$ cat config.mk
export PLATFORM = sky130hd
export DESIGN_NAME = mem_access_ctrl_flat
export DESIGN_NICKNAME = d
export VERILOG_FILES = /design/src/rtl/mem_access_ctrl_if.sv /design/src/rtl/mem_access_ctrl.sv /design/src/flat_wrapper.sv
export SDC_FILE = /design/constraint.sdc
export NUM_CORES = 1
export LEC_CHECK = 0
export BUFFER_PORTS_ARGS = -buffer_cell sky130_fd_sc_hd__buf_2
export CORE_MARGIN = 4
export CORE_UTILIZATION = 34
export DETAILED_ROUTE_END_ITERATION = 8
export PLACE_DENSITY = 0.55
export SYNTH_ARGS = -nofsm -noshare
export SYNTH_HDL_FRONTEND = slang
export SYNTH_SLANG_ARGS = --single-unit
$ cat constraint.sdc
create_clock -name clk -period 2.3 [get_ports clk]
set_input_delay 0.23 -clock clk [delete_from_list [all_inputs] [get_ports clk]]
set_output_delay 0.23 -clock clk [all_outputs]
set_load 0.005 [all_outputs]
$ cat src/rtl/mem_access_ctrl_if.sv
// Load/store request channel plus the 16-bit data memory pins.
// The controller takes the slave view; the execute stage / memory side takes master.
interface mem_access_ctrl_if;
  // request from execute stage
  logic        req_valid;
  logic        req_ready;
  logic        req_write;
  logic        req_size;
  logic        req_signed;
  logic [15:0] req_addr;
  logic [15:0] req_wdata;
  // completion back to execute stage
  logic        resp_valid;
  logic [15:0] resp_rdata;
  logic        resp_err;
  // data memory port
  logic        wmem;
  logic [15:0] DAddress;
  logic [15:0] DataIn;
  logic        memc;
  logic [15:0] DataOut;

  modport slave (
    input  req_valid, req_write, req_size, req_signed, req_addr, req_wdata, DataOut,
    output req_ready, resp_valid, resp_rdata, resp_err, wmem, DAddress, DataIn, memc
  );

  modport master (
    output req_valid, req_write, req_size, req_signed, req_addr, req_wdata, DataOut,
    input  req_ready, resp_valid, resp_rdata, resp_err, wmem, DAddress, DataIn, memc
  );
endinterface

$ cat src/rtl/mem_access_ctrl.sv
// CPU-side initiator for the 16-bit big-endian data memory.
// One request in flight; odd-address halfwords become two byte accesses because
// the memory drops address bit 0 on halfword access.
module mem_access_ctrl #(
  parameter int MEM_BYTES        = 64,
  parameter bit SPLIT_MISALIGNED = 1'b1
) (
  input logic              clk,
  input logic              rst_n,
  mem_access_ctrl_if.slave bus
);

  localparam logic [1:0]  IDLE    = 2'd0;
  localparam logic [1:0]  ISSUE1  = 2'd1;
  localparam logic [1:0]  ISSUE2  = 2'd2;
  localparam logic [1:0]  CAPTURE = 2'd3;
  // 17 bits so the compare holds for any MEM_BYTES up to the full 64K space
  localparam logic [16:0] LIMIT   = 17'(MEM_BYTES);

  typedef struct packed {
    logic        write;
    logic        size;
    logic        sgn;
    logic        split;
    logic [15:0] addr;
    logic [15:0] wdata;
  } req_t;

  logic [1:0]  state, state_nxt;
  req_t        rq;
  logic [7:0]  hi_byte;
  logic        acc, misal, oob, rej, last_issue;
  logic [15:0] addr_p1, load_data;
  logic        resp_valid_q, resp_err_q;
  logic [15:0] resp_rdata_q;
  logic        wmem, memc;
  logic [15:0] daddr, din;

  assign bus.req_ready = (state == IDLE);
  assign acc           = bus.req_valid && (state == IDLE);

  // Range check covers both bytes of a halfword; the +1 wraps at 16 bits.
  assign addr_p1 = bus.req_addr + 16'd1;
  assign misal   = bus.req_size && bus.req_addr[0];
  assign oob     = ({1'b0, bus.req_addr} >= LIMIT) ||
                   (bus.req_size && ({1'b0, addr_p1} >= LIMIT));
  assign rej     = oob || (misal && !SPLIT_MISALIGNED);

  // The edge leaving this state completes the memory side of a store.
  assign last_issue = ((state == ISSUE1) && !rq.split) || (state == ISSUE2);

  // Next-state selection
  always_comb begin
    state_nxt = state;
    case (state)
      IDLE:    if (acc && !rej) state_nxt = ISSUE1;
      ISSUE1:  state_nxt = rq.split ? ISSUE2 : (rq.write ? IDLE : CAPTURE);
      ISSUE2:  state_nxt = rq.write ? IDLE : CAPTURE;
      CAPTURE: state_nxt = IDLE;
      default: state_nxt = IDLE;
    endcase
  end

  // State register; reset aborts any access in flight without a response
  always_ff @(posedge clk or negedge rst_n) begin
    if (!rst_n) state <= IDLE;
    else        state <= state_nxt;
  end

  // Latch the request on the accept edge only; req_* is don't-care otherwise
  always_ff @(posedge clk or negedge rst_n) begin
    if (!rst_n) begin
      rq <= '0;
    end else if (acc) begin
      rq.write <= bus.req_write;
      rq.size  <= bus.req_size;
      rq.sgn   <= bus.req_signed;
      rq.split <= misal;
      rq.addr  <= bus.req_addr;
      rq.wdata <= bus.req_wdata;
    end
  end

  // First (high) byte of a split load shows up on DataOut during ISSUE2
  always_ff @(posedge clk or negedge rst_n) begin
    if (!rst_n)                            hi_byte <= 8'h00;
    else if ((state == ISSUE2) && !rq.write) hi_byte <= bus.DataOut[7:0];
  end

  // Shape the load result from the final read beat
  always_comb begin
    load_data = 16'h0000;
    if (rq.split)     load_data = {hi_byte, bus.DataOut[7:0]};
    else if (rq.size) load_data = bus.DataOut;
    else if (rq.sgn)  load_data = {{8{bus.DataOut[7]}}, bus.DataOut[7:0]};
    else              load_data = {8'h00, bus.DataOut[7:0]};
  end

  // One-cycle completion pulse; data and error are zero unless qualified
  always_ff @(posedge clk or negedge rst_n) begin
    if (!rst_n) begin
      resp_valid_q <= 1'b0;
      resp_err_q   <= 1'b0;
      resp_rdata_q <= 16'h0000;
    end else begin
      resp_valid_q <= 1'b0;
      resp_err_q   <= 1'b0;
      resp_rdata_q <= 16'h0000;
      if (acc && rej) begin
        resp_valid_q <= 1'b1;
        resp_err_q   <= 1'b1;
      end else if (last_issue && rq.write) begin
        resp_valid_q <= 1'b1;
      end else if (state == CAPTURE) begin
        resp_valid_q <= 1'b1;
        resp_rdata_q <= load_data;
      end
    end
  end

  // Memory pins: quiet in IDLE/CAPTURE, big-endian byte split in ISSUE1/ISSUE2
  always_comb begin
    wmem  = 1'b0;
    memc  = 1'b0;
    daddr = 16'h0000;
    din   = 16'h0000;
    case (state)
      ISSUE1: begin
        wmem  = rq.write;
        daddr = rq.addr;
        if (rq.split) begin
          din = {8'h00, rq.wdata[15:8]};
        end else if (rq.size) begin
          memc = 1'b1;
          din  = rq.wdata;
        end else begin
          din = {8'h00, rq.wdata[7:0]};
        end
      end
      ISSUE2: begin
        wmem  = rq.write;
        daddr = rq.addr + 16'd1;
        din   = {8'h00, rq.wdata[7:0]};
      end
      default: ;
    endcase
  end

  assign bus.wmem       = wmem;
  assign bus.memc       = memc;
  assign bus.DAddress   = daddr;
  assign bus.DataIn     = din;
  assign bus.resp_valid = resp_valid_q;
  assign bus.resp_err   = resp_err_q;
  assign bus.resp_rdata = resp_rdata_q;

endmodule
$ cat src/flat_wrapper.sv
// flat-port wrapper written by rule: the top's interface ports become plain ports
module mem_access_ctrl_flat 
#(
  parameter int MEM_BYTES        = 64,
  parameter bit SPLIT_MISALIGNED = 1'b1
)
  (clk, rst_n, bus_req_valid, bus_req_write, bus_req_size, bus_req_signed, bus_req_addr, bus_req_wdata, bus_DataOut, bus_req_ready, bus_resp_valid, bus_resp_rdata, bus_resp_err, bus_wmem, bus_DAddress, bus_DataIn, bus_memc);
  mem_access_ctrl_if bus_i ();
  input logic clk;
  input logic rst_n;
  input wire logic [$bits(bus_i.req_valid)-1:0] bus_req_valid;
  input wire logic [$bits(bus_i.req_write)-1:0] bus_req_write;
  input wire logic [$bits(bus_i.req_size)-1:0] bus_req_size;
  input wire logic [$bits(bus_i.req_signed)-1:0] bus_req_signed;
  input wire logic [$bits(bus_i.req_addr)-1:0] bus_req_addr;
  input wire logic [$bits(bus_i.req_wdata)-1:0] bus_req_wdata;
  input wire logic [$bits(bus_i.DataOut)-1:0] bus_DataOut;
  output wire logic [$bits(bus_i.req_ready)-1:0] bus_req_ready;
  output wire logic [$bits(bus_i.resp_valid)-1:0] bus_resp_valid;
  output wire logic [$bits(bus_i.resp_rdata)-1:0] bus_resp_rdata;
  output wire logic [$bits(bus_i.resp_err)-1:0] bus_resp_err;
  output wire logic [$bits(bus_i.wmem)-1:0] bus_wmem;
  output wire logic [$bits(bus_i.DAddress)-1:0] bus_DAddress;
  output wire logic [$bits(bus_i.DataIn)-1:0] bus_DataIn;
  output wire logic [$bits(bus_i.memc)-1:0] bus_memc;
  assign bus_i.req_valid = bus_req_valid;
  assign bus_i.req_write = bus_req_write;
  assign bus_i.req_size = bus_req_size;
  assign bus_i.req_signed = bus_req_signed;
  assign bus_i.req_addr = bus_req_addr;
  assign bus_i.req_wdata = bus_req_wdata;
  assign bus_i.DataOut = bus_DataOut;
  assign bus_req_ready = bus_i.req_ready;
  assign bus_resp_valid = bus_i.resp_valid;
  assign bus_resp_rdata = bus_i.resp_rdata;
  assign bus_resp_err = bus_i.resp_err;
  assign bus_wmem = bus_i.wmem;
  assign bus_DAddress = bus_i.DAddress;
  assign bus_DataIn = bus_i.DataIn;
  assign bus_memc = bus_i.memc;
  mem_access_ctrl #(.MEM_BYTES(MEM_BYTES), .SPLIT_MISALIGNED(SPLIT_MISALIGNED)) u_core (.clk(clk), .rst_n(rst_n), .bus(bus_i));
endmodule
==> impl_metrics.tcl, run 1 <==
set metrics [dict create \
    status "finished clean" \
    dp_hpwl_um 6770 \
    worstPathRequired_ns 2.07 \
    max-cap-violations 0 \
    finalMaxSlewViolations 0 \
    drive_above_1_share 0.4682 \
    grt_overflow_total 0 \
    ant_nets 0 \
    grt_pass1_vias 2790 \
    die_area_um2 12100 \
    port_buffers 106 \
    grt_max_degree 43 \
    tns_ns 0 \
    ys_warn_count 0 \
    syn_inst 326 \
    finalSetupViolCount 0 \
    syn_to_final_growth_pct 26.45 \
    ys.flop_type "dfrtp_1" \
    cts_buffer_depth 2 \
    place_inst 556 \
    rsz0062_at_grt "false" \
    via_per_inst 4.887 \
    relSlewSlack 0.6285 \
    vias 2800 \
    fmax_mhz 462.0 \
    synth_most_common_cell "dfrtp_1" \
    power_per_cell_area_nw_per_um2 1264 \
    synth.top_cell.area_share 0.4526 \
    rrSetupSlack_ns 0.29 \
    path_clk_slew_ns 0.08 \
    r2r_start "u_core.state[1]" \
    cp-startpoint "u_core.rq[20]" \
    die_h_um 110.0 \
    cp-end-kind "output port" \
    crit_path_end "bus_DAddress[15]" \
    instances_no_fill 573 \
    cts_root_buf "clkbuf_8" \
    startpoint_type "register" \
    h-tree-depth 3 \
    min_period_ns 2.164 \
    wirelength_um 9132 \
    clk_latency_ns 0.34 \
    final-hold-violation-count 0 \
    finClkSkew_ns 0.005976 \
    syn_area_um2 3538 \
    synth_edf_count 0 \
    grt_use_total 0.1566 \
    multi_input_area_um2 1854 \
    seq_area_um2 1603 \
    drc 0 \
    synth_top_cell_by_area "dfrtp_1" \
    clkSinkCount 64 \
    utilization 0.4495 \
    rows 36 \
    worst_slew_pin_slew_ns 0.5573 \
    core_um2 9955 \
    async_reset_ff_frac 1.000 \
    ios 107 \
    leakagePower_nw 2.077 \
    fin_crit_sh 0.9410 \
    cp.arrival_ns 1.93 \
    syn_area_per_cell_um2 10.85 \
    r2r_end "u_core.bus.resp_rdata[0]" \
    max-vdd-ir-drop_uv 512.4 \
    antenna_found_initial 0 \
    worstSetupPathType "reg2out" \
    crit_fanout 7 \
    initial_core_util 0.3555 \
    die-width_um 110.0 \
    synthTopCellsByCount "dfrtp_1 (64), mux2_2 (51), and2_1 (20), nand2_1 (20), nor2b_1 (19)" \
    grt_pass1_wl_um 14370 \
    ys_types 47 \
    nFillCells 997 \
    ys_seq_area_frac 0.4526 \
    ys_top_cells_by_area "dfrtp_1 (45%), mux2_2 (16%), a22oi_1 (3.6%), and2_1 (3.5%), nor2b_1 (3.4%)" \
    gp_congestion 0.7800 \
    n_antenna_cell 0 \
    synth-seq-cells 64 \
    nets 494 \
    drt_first_iter_violations 135 \
    cts_tree "built" \
    ff2ff_path_depth 7 \
    avgRoutedWirePerCell_um 15.94 \
    hold_class "in2reg" \
    total_power_mw 5.656 \
    numCtsBuffers 9 \
    syn_nets 385 \
    drt-pass1-iter-count 4 \
]
## repair_timing
item,in CTS,in global routing
endpoints found under the setup margin,0,16
setup buffers,0,0
hold endpoints to repair,22,0
gates resized for setup,0,6
hold buffers,1,0
## how the worst min path moves through the flow
stage	slack (ns)	endpoint	cells past startpoint	start
floorplan	-0.07	u_core.bus.resp_err	0	rst_n
global placement	0.26	u_core.rq[21]	1	rst_n
detailed placement	0.26	u_core.rq[21]	1	rst_n
CTS	0.09	u_core.bus.resp_rdata[2]	2	bus_DataOut[2]
global route	0.08	u_core.bus.resp_rdata[3]	2	bus_DataOut[3]
finish	0.11	u_core.bus.resp_rdata[2]	2	bus_DataOut[2]
## cells by family after synthesis
kind of cell,synth area share
AOI/OAI and AO/OA,0.1050
and+or+nand+nor,0.2062
buffers and inverters,0.02652
DFF,0.4526
xor gates and xnor gates,0.02970
muxes,0.1623
adders and majority gates,0.01768
## registers in the layout, summed over array words and instances, names as in the netlist
register and count:
u_core.bus.resp_rdata 16, u_core.bus.resp_err 1, u_core.state 2, u_core.rq 36
u_core.bus.resp_valid 1, u_core.hi_byte 8
## power by group
group	switching, mW	internal [mW]
logic	1.19	1.32
clock network	0.479	0.621
registers	0.467	1.58
## metal layers
metal | up-vias | part of all wire | track usage
li1 | 1371 | - | -
met1 | 1355 | 0.47 | 0.2145
met5 | - | 0 | 0
met3 | 4 | 0.052 | 0.04368
met4 | 0 | 0.0060 | 0.03206
met2 | 70 | 0.47 | 0.2483
## cell type report
type                       instances  share of cell area
clock inverter                     7             0.02293
multi-input combinational        242              0.4144
clock buffer                       9             0.02768
sequential                        64              0.3582
inverter                           3            0.002517
timing repair buffer             115              0.1370
tap                              133             0.03719
## cell usage in the layout (no fill, tap or decap), drive strengths merged, types with 5 or more instances in the layout
master / instances
buf: 114
dfrtp: 64
mux2: 51
and2: 21
nand2: 20
nor2b: 20
nor2: 19
a22oi: 17
a21oi: 17
nand3: 15
clkbuf: 9
o21ai: 9
xor2: 6
xnor2: 6
nand4: 5
inv: 5
and3: 5
ha: 5
## through the flow
step | worst slack (ns) | hold WS, ns | area, um2
floorplan | 0.4906 | -0.06559 | 3538
global placement | 0.3282 | 0.2644 | 4225
detailed placement | 0.3186 | 0.2599 | 4225
CTS | 0.01584 | 0.08873 | 4462
global route | 0.004141 | 0.08387 | 4474
finish | 0.1356 | 0.1067 | 4474
## critical path, cell delays in order (launching register included)
cell	delay [ns]
dfrtp_1	0.46
nand4_1	0.22
nor4_2	0.35
nand3_1	0.17
xor2_1	0.17
o21ai_1	0.11
buf_2	0.13
Power figures use the tool's default switching activity.
==> run 2, diff against run 1 <==
--- a/config.mk
+++ b/config.mk
@@ -10,6 +10,7 @@
 export CORE_UTILIZATION = 34
 export DETAILED_ROUTE_END_ITERATION = 8
 export PLACE_DENSITY = 0.55
+export SETUP_SLACK_MARGIN = 0.5
 export SYNTH_ARGS = -nofsm -noshare
 export SYNTH_HDL_FRONTEND = slang
 export SYNTH_SLANG_ARGS = --single-unit
==> impl_metrics.tcl, run 2 (synthesis results as in run 1) <==
set metrics [dict create \
    ant_nets 0 \
    finalSetupViolCount 0 \
    tns_ns 0 \
    via_per_inst 4.976 \
    route.met3.wl_um 558 \
    die_area_um2 12100 \
    startpoint_type "register" \
    rsz0062_at_grt "true" \
    leakagePower_nw 2.456 \
    mostFrequentLayoutCell "buf_2" \
    h-tree-depth 3 \
    largest_reg_flops 36 \
    core_um2 9955 \
    crit_fanout 3 \
    grt_max_degree 44 \
    worstSetupPathType "reg2out" \
    drt-pass1-iter-count 4 \
    wirelength_um 10750 \
    max-vdd-ir-drop_uv 594.3 \
    fmax_mhz 467.3 \
    max-cap-violations 0 \
    drt-met1-wl_um 4724 \
    holdPathStages 2 \
    regMostFlops "u_core.rq" \
    rows 36 \
    total_power_mw 7.430 \
    cpPeakStageDelay_ns 0.37 \
    wl_met2_um 5320 \
    ff2ff_path_depth 8 \
    cts_root_buf "clkbuf_8" \
    gp_congestion 0.7916 \
    nets 543 \
    min-delay-start "bus_req_wdata[15]" \
    avgRoutedWirePerCell_um 17.28 \
    hold_end "u_core.rq[15]" \
    die_h_um 110.0 \
    numCtsBuffers 9 \
    worst_slew_pin_slew_ns 0.5959 \
    grt_overflow_total 0 \
    status "finished clean" \
    r2r_end "u_core.bus.resp_rdata[12]" \
    grt_pass1_vias 3157 \
    power_per_cell_area_nw_per_um2 1376 \
    worst-path-buf-inv 2 \
    grt_pass1_wl_um 16640 \
    fin_crit_sh 0.9303 \
    drt_first_iter_violations 110 \
    path_depth 7 \
    cp-end-kind "output port" \
    clk_latency_ns 0.34 \
    cp_cell_sequence "nand4_1, nor3_2, buf_4, xor2_1, a22oi_1, nor2b_1, buf_2" \
    min_period_ns 2.140 \
    relSlewSlack 0.6028 \
    vias 3095 \
    syn_to_final_growth_pct 52.62 \
    clkSinkCount 64 \
    rrSetupSlack_ns 0.43 \
    finClkSkew_ns 0.008793 \
    cts_buffer_depth 2 \
    path_clk_slew_ns 0.08 \
    drive_above_1_share 0.6360 \
    drc 0 \
    port_buffers 106 \
    top_layer "met4" \
    cts_tree "built" \
    initial_core_util 0.3555 \
    antenna_found_initial 0 \
    cp.arrival_ns 1.91 \
    finalMaxSlewViolations 0 \
    dp_hpwl_um 6865 \
    grt_use_total 0.1802 \
    final-hold-violation-count 0 \
    hold_class "in2reg" \
    n_antenna_cell 0 \
    die-width_um 110.0 \
    critPathTopFamily "simple AND/OR/NAND/NOR gates" \
    worstPathRequired_ns 2.07 \
    slowest_stage "dfrtp_2" \
    final_cell_mix "buf_2 (99), dfrtp_1 (54), mux2_2 (50), buf_4 (32), buf_6 (19)" \
    ios 107 \
    r2r_start "u_core.state[0]" \
]
[run 2: worst max-delay path by stage]
| stage | from | slack (ns) | endpoint |
|---|---|---|---|
| global route | u_core.rq[21] | 0.10 | bus_DAddress[12] |
| detailed placement | u_core.state[1] | 0.31 | u_core.bus.resp_rdata[6] |
| CTS | u_core.rq[17] | 0.27 | bus_DAddress[15] |
| floorplan | u_core.state[0] | 0.56 | u_core.bus.resp_valid |
| finish | u_core.rq[21] | 0.16 | bus_DAddress[12] |
| global placement | u_core.state[1] | 0.33 | u_core.bus.resp_rdata[7] |
[run 2: area by class of cell]
class / count / area [um2]
clock buffers: 12 / 155.1
fillers: 895 / 4554
clock inverters: 4 / 76.32
multi-input cells: 242 / 2112
inverters: 3 / 16.27
repair buffers: 164 / 1260
well taps: 133 / 166.4
flip-flops and latches: 64 / 1614
[run 2: worst register-to-register path, stage by stage (launching register included)]
cell and delay [ns]:
dfrtp_2 0.44, buf_6 0.13, ha_4 0.17, nor2b_4 0.14, buf_6 0.11, o21ai_4 0.16
nand2_2 0.10, a311o_4 0.42, nor2_2 0.13
[run 2: repair_timing]
action | in CTS | in global routing
hold buffers | 1 | 0
setup buffers | 30 | 14
endpoints found under the setup margin | 55 | 45
hold endpoints to repair | 21 | 0
gates cloned | 4 | 2
gates resized for setup | 67 | 46
pin swaps | 31 | 32
[run 2: through the flow]
step	hold WS [ns]	cells	util	setup slack (ns)	area (um2)
4_1_cts	0.08875	606	0.5083	0.2680	5060
5_1_grt	0.08721	622	0.5425	0.1045	5400
6_report	0.1075	622	0.5425	0.1603	5400
3_3_place_gp	0.2620	555	0.4252	0.3302	4233
3_5_place_dp	0.2653	555	0.4252	0.3121	4233
2_1_floorplan	-0.06559	326	-	0.5603	3541
[run 2: where the power goes]
part | internal, mW | switching, mW
combinational | 2.48 | 1.77
clock | 0.672 | 0.453
sequential | 1.60 | 0.452
total | 4.76 | 2.67
[run 2: metal layers]
layer,vias to the layer above,GRT usage
li1,1478,-
met1,1528,0.2387
met2,75,0.2925
met3,14,0.04252
met4,0,0.05521
met5,-,0
